File: src/rtl/uart_pkg.sv
`default_nettype none
// +----------------------------------------------------------------------+
// | uart_pkg                                                             |
// | Shared UART definitions: frame state encoding and parity modes.      |
// | Revision: 1.0                                                        |
// +----------------------------------------------------------------------+
package uart_pkg;

    typedef enum logic [2:0] {
        IDLE  = 3'd0,
        ARMED = 3'd1,
        START = 3'd2,
        DATA  = 3'd3,
        PAR   = 3'd4,
        STOP  = 3'd5
    } uart_state_t;

    localparam int PAR_NONE  = 0;
    localparam int PAR_EVEN  = 1;
    localparam int PAR_ODD   = 2;

    localparam int BIT_CNT_W = 4;

endpackage : uart_pkg
`default_nettype wire

File: src/rtl/uart_tx.sv
`default_nettype none
// +----------------------------------------------------------------------+
// | uart_tx                                                              |
// | Valid/ready UART transmitter; one line bit per baud tick, LSB first. |
// | Revision: 1.0                                                        |
// +----------------------------------------------------------------------+
module uart_tx
    import uart_pkg::*;
#(
    parameter int DATA_BITS = 8,
    parameter int PARITY    = PAR_NONE,
    parameter int STOP_BITS = 1
) (
    input  logic                 CLKIN,
    input  logic                 RESETN,
    input  logic                 baud,
    input  logic [DATA_BITS-1:0] data,
    input  logic                 valid,
    output logic                 ready,
    output logic                 busy,
    output logic                 tx
);

    localparam logic [BIT_CNT_W-1:0] c_LAST_BIT  = BIT_CNT_W'(DATA_BITS - 1);
    localparam logic                 c_LAST_STOP = 1'(STOP_BITS - 1);
    localparam bit                   c_HAS_PAR   = (PARITY != PAR_NONE);

    uart_state_t            r_state;
    uart_state_t            w_state_nxt;
    logic [DATA_BITS-1:0]   r_shreg;
    logic [DATA_BITS-1:0]   w_shreg_nxt;
    logic                   r_parity;
    logic                   w_parity_nxt;
    logic [BIT_CNT_W-1:0]   r_bit_cnt;
    logic [BIT_CNT_W-1:0]   w_bit_cnt_nxt;
    logic                   r_stop_cnt;
    logic                   w_stop_cnt_nxt;
    logic                   r_tx;
    logic                   w_tx_nxt;
    logic                   w_par_bit;

    assign w_par_bit = (PARITY == PAR_ODD) ? ~(^data) : (^data);

    always_ff @(posedge CLKIN or negedge RESETN) begin
        if (!RESETN) begin
            r_state    <= IDLE;
            r_shreg    <= '0;
            r_parity   <= 1'b0;
            r_bit_cnt  <= '0;
            r_stop_cnt <= 1'b0;
            r_tx       <= 1'b1;
        end else begin
            r_state    <= w_state_nxt;
            r_shreg    <= w_shreg_nxt;
            r_parity   <= w_parity_nxt;
            r_bit_cnt  <= w_bit_cnt_nxt;
            r_stop_cnt <= w_stop_cnt_nxt;
            r_tx       <= w_tx_nxt;
        end
    end

    // A tick in the transfer cycle is deliberately lost: IDLE never looks at baud.
    always_comb begin
        w_state_nxt    = r_state;
        w_shreg_nxt    = r_shreg;
        w_parity_nxt   = r_parity;
        w_bit_cnt_nxt  = r_bit_cnt;
        w_stop_cnt_nxt = r_stop_cnt;
        w_tx_nxt       = r_tx;

        unique case (r_state)
            IDLE: begin
                w_tx_nxt = 1'b1;
                if (valid) begin
                    w_shreg_nxt  = data;
                    w_parity_nxt = w_par_bit;
                    w_state_nxt  = ARMED;
                end
            end
            ARMED: begin
                if (baud) begin
                    w_tx_nxt    = 1'b0;
                    w_state_nxt = START;
                end
            end
            START: begin
                if (baud) begin
                    w_tx_nxt      = r_shreg[0];
                    w_bit_cnt_nxt = '0;
                    w_state_nxt   = DATA;
                end
            end
            DATA: begin
                if (baud) begin
                    if (r_bit_cnt == c_LAST_BIT) begin
                        if (c_HAS_PAR) begin
                            w_tx_nxt    = r_parity;
                            w_state_nxt = PAR;
                        end else begin
                            w_tx_nxt       = 1'b1;
                            w_stop_cnt_nxt = 1'b0;
                            w_state_nxt    = STOP;
                        end
                    end else begin
                        w_shreg_nxt   = r_shreg >> 1;
                        w_tx_nxt      = r_shreg[1];
                        w_bit_cnt_nxt = r_bit_cnt + 4'd1;
                    end
                end
            end
            PAR: begin
                if (baud) begin
                    w_tx_nxt       = 1'b1;
                    w_stop_cnt_nxt = 1'b0;
                    w_state_nxt    = STOP;
                end
            end
            STOP: begin
                w_tx_nxt = 1'b1;
                if (baud) begin
                    if (r_stop_cnt == c_LAST_STOP) begin
                        w_state_nxt = IDLE;
                    end else begin
                        w_stop_cnt_nxt = r_stop_cnt + 1'b1;
                    end
                end
            end
            default: begin
                w_tx_nxt    = 1'b1;
                w_state_nxt = IDLE;
            end
        endcase
    end

    assign ready = (r_state == IDLE);
    assign busy  = ~ready;
    assign tx    = r_tx;

endmodule : uart_tx
`default_nettype wire

File: config.mk
export PLATFORM = sky130hd
export DESIGN_NAME = uart_tx
export DESIGN_NICKNAME = d
export VERILOG_FILES = /design/src/rtl/uart_pkg.sv /design/src/rtl/uart_tx.sv
export SDC_FILE = /design/constraint.sdc
export NUM_CORES = 1
export LEC_CHECK = 0
export CAP_MARGIN = 20
export CORE_UTILIZATION = 51
export DETAILED_ROUTE_END_ITERATION = 16
export PLACE_DENSITY_LB_ADDON = 0.3
export RECOVER_POWER = 50
export SLEW_MARGIN = 20
export SYNTH_ARGS = -nofsm -noshare
export SYNTH_HDL_FRONTEND = slang
export SYNTH_SLANG_ARGS = --single-unit
File: constraint.sdc
create_clock -name CLKIN -period 2.2 [get_ports CLKIN]
set_input_delay 0.44 -clock CLKIN [delete_from_list [all_inputs] [get_ports CLKIN]]
set_output_delay 0.44 -clock CLKIN [all_outputs]
set_load 0.02 [all_outputs]
==> results of run 1 <==
## cells in the final DEF (no fill, tap or decap), types with 2 or more instances in the layout
cell             count
mux2_2              15
dfrtp_1             15
clkdlybuf4s50_1     12
nand3_1              5
nor2_1               4
a21oi_1              4
buf_4                4
inv_1                3
o21ai_0              3
nand2_1              3
clkbuf_4             3
a211o_1              2
and3b_1              2
nor3b_1              2
nand4b_1             2
and3_1               2
dlygate4sd3_1        2
## routing by layer
metal | vias up | routed length, um | share of wire (%)
met5 | - | 0 | 0
met4 | 0 | 25 | 1.5
met3 | 4 | 76 | 4.7
met2 | 17 | 746 | 46
met1 | 322 | 776 | 48
li1 | 337 | - | -
## cells by family (layout without fill, tap and decap cells)
| kind of cell | Yosys count | in the layout | synth area share (%) |
|---|---|---|---|
| buffers and inverters | 8 | 26 | 4.53 |
| AO/OA/AOI/OAI | 16 | 16 | 14.0 |
| multiplexers | 15 | 15 | 18.5 |
| adder cells (fa/ha/maj) | 1 | 1 | 1.37 |
| AND/OR/NAND/NOR | 26 | 26 | 17.6 |
| flip-flops | 16 | 16 | 44.0 |
## layout make-up
class / instances / area [sq um] / share of cell area, %
multi-input combinational: 58 / 469 / 41.8
timing repair buffer: 19 / 174 / 15.5
clock buffer: 4 / 36.3 / 3.23
sequential: 16 / 402 / 35.8
inverter: 3 / 11.3 / 1.00
tap: 24 / 30.0 / 2.68
## sequential cells by signal, indices dropped and copies added (netlist names)
register	cells
r_state	3
r_bit_cnt	4
tx	1
r_shreg	8
## worst max-delay path, cell delays in order, from the launching register on
cell and delay (ps):
dfrtp_1 410, nor3_2 240, clkdlybuf4s50_1 640
## through the flow
step                area, sq um  worst slack, ps  hold WS (ps)  power, uW  util, %
floorplan                   912              556           144        935        -
global placement           1090              240           490       1040     68.4
finish                     1120              178           520       1250     70.4
detailed placement         1090              216           500       1070     68.4
global route               1120             97.7           535       1350     70.4
CTS                        1130              147           460       1270     70.6
## cell usage after synthesis, types with 2 or more instances
cell      count  area, sq um
nand2_1       3         11.3
inv_1         3         11.3
nand3_1       5         25.0
dfrtp_1      15          375
o21ai_0       3         15.0
mux2_2       15          169
nand4b_1      2         17.5
a21oi_1       4         20.0
a211o_1       2         17.5
and3b_1       2         17.5
nor2_1        4         15.0
and3_1        2         12.5
nor3b_1       2         15.0
buf_2         2         10.0
## worst min-delay path by stage
stage / endpoint / start / slack [ps] / depth (start not counted)
finish: r_shreg[5] / r_shreg[5] / 520 / 1
global route: r_shreg[6] / r_shreg[6] / 540 / 1
CTS: r_bit_cnt[2] / RESETN / 460 / 2
detailed placement: r_shreg[2] / r_shreg[2] / 500 / 1
global placement: r_shreg[5] / r_shreg[5] / 490 / 1
floorplan: r_bit_cnt[0] / RESETN / 140 / 0
## power by group through the flow
| stage | logic, uW | clock network (uW) | registers, uW |
|---|---|---|---|
| final | 554 | 196 | 500 |
| after global routing | 624 | 210 | 517 |
| after CTS | 564 | 204 | 498 |
| after detailed placement | 563 | 0 | 504 |
| after global placement | 543 | 0 | 494 |
| after floorplan | 445 | 0 | 490 |
==> impl_metrics.ini, run 1 <==
[worst_setup_path]
ff2ff_path_depth = 4
worst-setup-path-type = flop to primary output
cp-end-kind = primary output
crit_fanout = 3
setup.worst_path.end = ready
r2r_start = r_bit_cnt[0]
r2r-end = r_shreg[3]
arrival_ps = 1580
start_kind = flop
startpoint = r_state[2]
reg2reg_slack_ps = 490
cp.required_ps = 1760

[clocking]
cts_buffer_depth = 2
clock-sinks = 16
tritoncts = built
h-tree-depth = 1
cts_resized = 0
ctsHoldBuffers = 0
worstSkewPairLatency_ps = 290
clk_pin_slew_ps = 100
post_cts_buffers = 0
numCtsBuffers = 3
cts_root_buf = clkbuf_4

[flow_run]
drv_cap = 0

[global_routing]
antenna_found_initial = 0
grt_max_degree = 17
grt_pass1_wl_um = 2860
grt.met3_usage_pct = 4.90
grt_overflow = 0
grt_most_used_layer = met2
met1_usage_pct = 28.1
grt_util_all_layers_pct = 20.6
grt.met2_usage_pct = 31.2
grt_pass1_vias = 638

[synth]
async_reset_ff_share_pct = 100
synth.yosys.seq_area_share_pct = 44.0
synth_edf_count = 0
synthCells = 82
synth_area_per_cell_sq_um = 11.1
synth-seq-cells = 16
synthFlopType = dfrtp_1
syn-num-nets = 95
yosysWarnings = 0
ys_types = 32
syn-cell-area_sq_um = 912

[finish]
antenna_cells = 0
final_cells = 124
nFillCells = 125
nets = 114
drive_gt1_share_pct = 27.0
syn_to_final_growth_pct = 23.0

[timing]
clock_skew_ps = 5.30
setup_viol = 0
setup-tns-final_ps = 0
period_needed_ps = 2020
timing.fmax_ghz = 0.495
hold_viol_final = 0
relSlewSlack_pct = 42.6
rsz0062_at_grt = false
tightest_slew_ps = 861
fin_crit_sh_pct = 91.9
maxSlewViolCount = 0

[power]
power_density_nw_per_um2 = 1110
leakagePower_uw = 0.000486
swShare_pct = 33.6
pwr-share-comb_pct = 44.3
p_clk_share_pct = 15.7
p_sw_uw = 420
power.internal_uw = 830
irDropWorstVdd_v = 0.000604
seq_power_share_pct = 40.0

[detailed_routing]
via_per_inst = 5.48
drt_iter0_markers = 9
via_count = 680
drt_drc_violations_left = 0
drtPass1Iterations = 5
drt.antenna.violating_nets = 0
wl_per_cell_um = 13.1
routed_wl_um = 1630

[placement]
portBuffers = 14
dp_cells = 120
place.gp.congestion = 0.810
dp_hpwl_um = 1200

[floorplan]
die_y_um = 44.3
dieWidth_um = 44.3
die_area_sq_um = 1960
boundaryPins = 15
rows = 14
start_util_pct = 57.2
coreArea_sq_um = 1590

[hold_path]
hp-class = flop to flop

[run_status]
status = finished, final reports clean
Power figures use the tool's default switching activity.
==> run 2: changes to the inputs <==
--- a/config.mk
+++ b/config.mk
@@ -6,8 +6,9 @@
 export NUM_CORES = 1
 export LEC_CHECK = 0
 export CAP_MARGIN = 20
-export CORE_UTILIZATION = 51
+export CORE_UTILIZATION = 60
 export DETAILED_ROUTE_END_ITERATION = 16
+export DONT_BUFFER_PORTS = 1
 export PLACE_DENSITY_LB_ADDON = 0.3
 export RECOVER_POWER = 50
 export SLEW_MARGIN = 20
==> impl_metrics.ini, run 2 (synthesis results as in run 1) <==
[power]
power_uw = 1160
irDropWorstVdd_v = 0.000638
leakagePower_uw = 0.000414
power_density_nw_per_um2 = 1220

[worst_setup_path]
critPathSlowestCell = dfrtp_1
start_kind = flop
worst-setup-path-type = flop to primary output
cp.required_ps = 1760
cp-end-kind = primary output
arrival_ps = 1560
cp_slowest_stage_delay_ps = 570
crit_chain = nor3_2 > buf_4 > inv_1
critPathTopFamily = flip-flops
crit_fanout = 17
cp_num_buf_inv = 2

[timing]
hold_viol_final = 0
clock_skew_ps = 5.18
tightest_slew_ps = 703
period_needed_ps = 2000
setup-tns-final_ps = 0
maxSlewViolCount = 0
rsz0062_at_grt = false
setup_viol = 0
fin_crit_sh_pct = 90.8
relSlewSlack_pct = 53.0
timing.fmax_ghz = 0.501

[clocking]
clock-sinks = 16
cts_resized = 0
post_cts_buffers = 0
numCtsBuffers = 3
h-tree-depth = 1
cts_buffer_depth = 2
worstSkewPairLatency_ps = 280
tritoncts = built
clk_pin_slew_ps = 90
cts_root_buf = clkbuf_4

[global_routing]
antenna_found_initial = 0
grt_max_degree = 18
grt_overflow = 0
grt_util_all_layers_pct = 23.1
grt_pass1_vias = 529
grt_pass1_wl_um = 2380

[finish]
final_cell_mix = mux2_2, dfrtp_1, nand3_1
nets = 97
largestRegisters = r_shreg (8), r_bit_cnt (4), r_state (3)
antenna_cells = 0
drive_gt1_share_pct = 27.7
regMostFlops = r_shreg
largest_reg_flops = 8
syn_to_final_growth_pct = 3.57
utilization_pct = 70.0

[run_status]
status = finished, final reports clean

[floorplan]
coreArea_sq_um = 1350
boundaryPins = 15
rows = 13
dieWidth_um = 41.0
die_area_sq_um = 1680
die_y_um = 41.0
start_util_pct = 67.6

[detailed_routing]
routed_wl_um = 1600
via_per_inst = 6.45
wl_per_cell_um = 16.3
via_count = 632
drt_iter0_markers = 18
drtPass1Iterations = 4
drt.antenna.violating_nets = 0
drt_drc_violations_left = 0

[placement]
place.gp.congestion = 0.731
portBuffers = 0
dp_hpwl_um = 1130

[flow_run]
drv_cap = 0

[hold_path]
hp-class = primary input to flop
[run 2: changes by cell type in the layout (fill, tap and decap cells not counted)]
cell             before  now
buf_4                 4    1
clkbuf_8              1    0
clkdlybuf4s50_1      12    0
dlygate4sd3_1         2    1
[run 2: area by class of cell]
| type | instances | area (sq um) |
|---|---|---|
| tap | 15 | 18.8 |
| inverter | 3 | 11.3 |
| fill | 102 | 405 |
| timing repair buffer | 2 | 17.5 |
| sequential | 16 | 402 |
| clock buffer | 4 | 26.3 |
| multi-input combinational | 58 | 469 |
[run 2: where the power goes]
part,switching (uW),total [uW],internal [uW]
logic,181,446,266
clock network,88.4,159,70.4
registers,136,552,415
[run 2: final timing paths]
| kind | cells after the start | startpoint | to | slack, ps |
|---|---|---|---|---|
| max | 3 | r_state[0] | busy | 200 |
| min | 2 | valid | r_shreg[7] | 320 |
| max reg2reg | 4 | r_bit_cnt[0] | r_shreg[2] | 440 |
| min reg2reg | 1 | r_shreg[4] | r_shreg[4] | 520 |
| max in group asynchronous | 1 | RESETN | r_shreg[4] | 1110 |
| min in group asynchronous | 1 | RESETN | r_bit_cnt[2] | 640 |
[run 2: per-layer routing]
layer	GRT usage [%]	vias to the layer above	wire, um
met3	9.24	4	86
li1	-	304	-
met5	0	-	0
met4	12.5	0	27
met2	32.4	17	761
met1	29.8	307	726
[run 2: timing repair]
item	CTS	global route
setup endpoints to repair	0	0
hold endpoints to repair	16	0
hold buffers	1	0
[run 2: worst reg2reg max path, cell delays in order (launching register included)]
cell and delay, ps:
dfrtp_1 420, ha_1 250, and3b_1 280, o2bb2ai_4 290
mux2_2 400
[run 2: metrics by stage]
| step | hold WS, ps | setup WS [ps] | area [sq um] | std cells |
|---|---|---|---|---|
| 3_5_place_dp | 145 | 471 | 908 | 93 |
| 2_1_floorplan | 144 | 556 | 912 | 82 |
| 3_3_place_gp | 145 | 513 | 908 | 93 |
| 4_1_cts | 310 | 204 | 945 | 98 |
| 6_report | 318 | 203 | 945 | 98 |
| 5_1_grt | 342 | 103 | 945 | 98 |
==> edit: new RTL, config.mk and constraints of run 1 <==
Add an input register stage for `baud`, without a reset; this delays it by one clock. The other inputs are not delayed to match. Comments in the files are not updated.
--- a/src/rtl/uart_tx.sv
+++ b/src/rtl/uart_tx.sv
@@ -25,4 +25,10 @@
     localparam logic                 c_LAST_STOP = 1'(STOP_BITS - 1);
     localparam bit                   c_HAS_PAR   = (PARITY != PAR_NONE);
+
+    logic baud_q;
+
+    always_ff @(posedge CLKIN) begin
+        baud_q <= baud;
+    end
 
     uart_state_t            r_state;
@@ -79,5 +85,5 @@
             end
             ARMED: begin
-                if (baud) begin
+                if (baud_q) begin
                     w_tx_nxt    = 1'b0;
                     w_state_nxt = START;
@@ -85,5 +91,5 @@
             end
             START: begin
-                if (baud) begin
+                if (baud_q) begin
                     w_tx_nxt      = r_shreg[0];
                     w_bit_cnt_nxt = '0;
@@ -92,5 +98,5 @@
             end
             DATA: begin
-                if (baud) begin
+                if (baud_q) begin
                     if (r_bit_cnt == c_LAST_BIT) begin
                         if (c_HAS_PAR) begin
@@ -110,5 +116,5 @@
             end
             PAR: begin
-                if (baud) begin
+                if (baud_q) begin
                     w_tx_nxt       = 1'b1;
                     w_stop_cnt_nxt = 1'b0;
@@ -118,5 +124,5 @@
             STOP: begin
                 w_tx_nxt = 1'b1;
-                if (baud) begin
+                if (baud_q) begin
                     if (r_stop_cnt == c_LAST_STOP) begin
                         w_state_nxt = IDLE;
Function: changed (a bounded check fails within 4 cycles, from zero or initial values and one cycle with RESETN low).
==> edit against run 1 <==
  * First-iteration DRC count is 44% higher
  * Combinational power is 28% higher
  * Synthesized area up 8.1%
  * Wire length rose by 1.7%
  * Core utilization down 4.7 points
  * Cell area grew 3.3%
  * Worst setup slack better by 21 ps
  * Die area grew 7.7%
  * Sequential cell count up 1
  * Power up 13%
  * Critical path type unchanged
  * Largest cell class unchanged
==> edit: results (changes against run 1) <==
Status - finished, final reports clean
Vias in the first global route - 615 (-3.6%)
TritonRoute pass-1 iters - 3 (-2)
FILL cells - 157 (+26%)
Worst slack, placed - 277 ps (+61.3 ps)
Skew final - 4.26 ps (-1.05 ps)
Setup Buffers After CTS - 0 (unchanged)
Peak supply drop - 0.000720 V (+19%)
Static Leak - 0.503 nW (+3.6%)
Register-to-register setup slack - 240 ps (-250 ps)
Via Count - 703 (+3.4%)
Register area share after synthesis - 42.8% (-1.3 points)
Met2 WL - 758 um (+1.6%)
Worst skew pair latency - 280 ps
Top cells by count, synth - 15 x dfrtp_1, 7 x mux2_2, 7 x mux2_4
Reg2reg path depth - 5 (+1)
Critical Path End - ready
ANT cells - 0 (unchanged)
Setup ws final - 199 ps (+21.0 ps)
DR WL/cell - 13.1 um (+0.11%)
Htree depth - 1 (unchanged)
Top delay family on crit path - buffers and inverters
GR Util All Layers - 19.2% (-1.4 points)
Initial antenna violation count - 0 (unchanged)
Slew headroom - 52.4% (+9.8 points)
Synthesized Nets - 99 (+4.2%)
Met3 WL - 53 um (-30%)
Reg-to-reg endpoint - r_shreg[6]$_DFFE_PN0P_
DR iter-0 viols - 13 (+4)
Critical path's largest stage delay - 640 ps (about the same)
Slew Limit Fails - 0 (unchanged)
Final nets - 115 (+0.88%)
Origin of the worst setup path - r_state[2]$_DFFE_PN0P_
Number of port buffers - 14 (unchanged)
R2R Path Start - r_state[1]$_DFFE_PN0P_
Global-route wire length before repair - 2820 um (-1.2%)
CP arrival - 1560 ps (-20 ps)
Largest net degree at the start of global routing - 20 (+3)
Metal1 wirelength - 829 um (+6.8%)
Num CTS Buffers - 3 (unchanged)
Ys async rst share - 94.1% (-5.9 points)
Top cells by area, synth - dfrtp_1 38%, mux2_4 11%, mux2_2 8.0%
CP max-delay cell - clkdlybuf4s50_1
Gpl congestion - 0.729 (-10%)
Yosys cell types - 36 (+13%)
Share of cells above drive strength 1 - 25.7% (-1.3 points)
Top Metal Used - met4
DP HPWL - 1190 um (-0.89%)
YS warnings - 0 (unchanged)
CTS max path bufs - 2 (unchanged)
Biggest regs - r_shreg x8, r_bit_cnt x4, r_state x3
## edit: cell count changes after synthesis, moves of 2 or more
cell | before | now
nand4b_1 | 2 | 0
buf_6 | 1 | 3
mux2_2 | 15 | 7
mux2_4 | 0 | 7
nor2_1 | 4 | 1
## edit: final cells by class
| type | count | area share, % |
|---|---|---|
| Sequential cell | 17 | 36.4 |
| Clock buffer | 4 | 2.27 |
| Inverter | 3 | 0.971 |
| Tap cell | 25 | 2.70 |
| Multi-Input combinational cell | 59 | 43.4 |
| Timing Repair Buffer | 18 | 14.3 |
## edit: routing by layer
metal | vias to the layer above | global-route usage [%]
li1 | 347 | -
met1 | 342 | 27.4
met2 | 12 | 27.3
met3 | 2 | 4.37
met4 | 0 | 8.82
met5 | - | 0
## edit: worst min-delay path by stage
stage / depth (start not counted) / start / slack, ps / end
after floorplan: 0 / RESETN / 140 / r_bit_cnt[0]$_DFFE_PN0P_
after global placement: 1 / r_bit_cnt[0]$_DFFE_PN0P_ / 490 / r_bit_cnt[0]$_DFFE_PN0P_
after detailed placement: 1 / r_shreg[2]$_DFFE_PN0P_ / 490 / r_shreg[2]$_DFFE_PN0P_
after CTS: 1 / r_shreg[4]$_DFFE_PN0P_ / 520 / r_shreg[4]$_DFFE_PN0P_
after global routing: 1 / r_shreg[4]$_DFFE_PN0P_ / 540 / r_shreg[4]$_DFFE_PN0P_
final: 1 / r_shreg[4]$_DFFE_PN0P_ / 520 / r_shreg[4]$_DFFE_PN0P_
## edit: cell families after synthesis
family	count (synthesis)	synth area share, %
AND/OR/NAND/NOR	26	18.0
AO/OA/AOI/OAI	18	12.6
flip-flops	17	42.8
multiplexers	14	18.7
buffers and inverters	10	6.73
adder cells (fa/ha/maj)	1	1.27
## edit: metrics by stage
stage	utilization, %	power, mW	instance area, um2	cells
after floorplan	-	1.13	986	86
after global placement	64.2	1.23	1130	122
after detailed placement	64.2	1.26	1130	122
after CTS	65.7	1.42	1160	126
after global routing	65.7	1.52	1160	126
final	65.7	1.41	1160	126
## edit: power breakdown
| part | switching, mW | internal (mW) | total, mW |
|---|---|---|---|
| clock | 0.0905 | 0.0703 | 0.161 |
| combinational | 0.297 | 0.413 | 0.710 |
| sequential | 0.0962 | 0.445 | 0.541 |
| total | 0.483 | 0.929 | 1.41 |
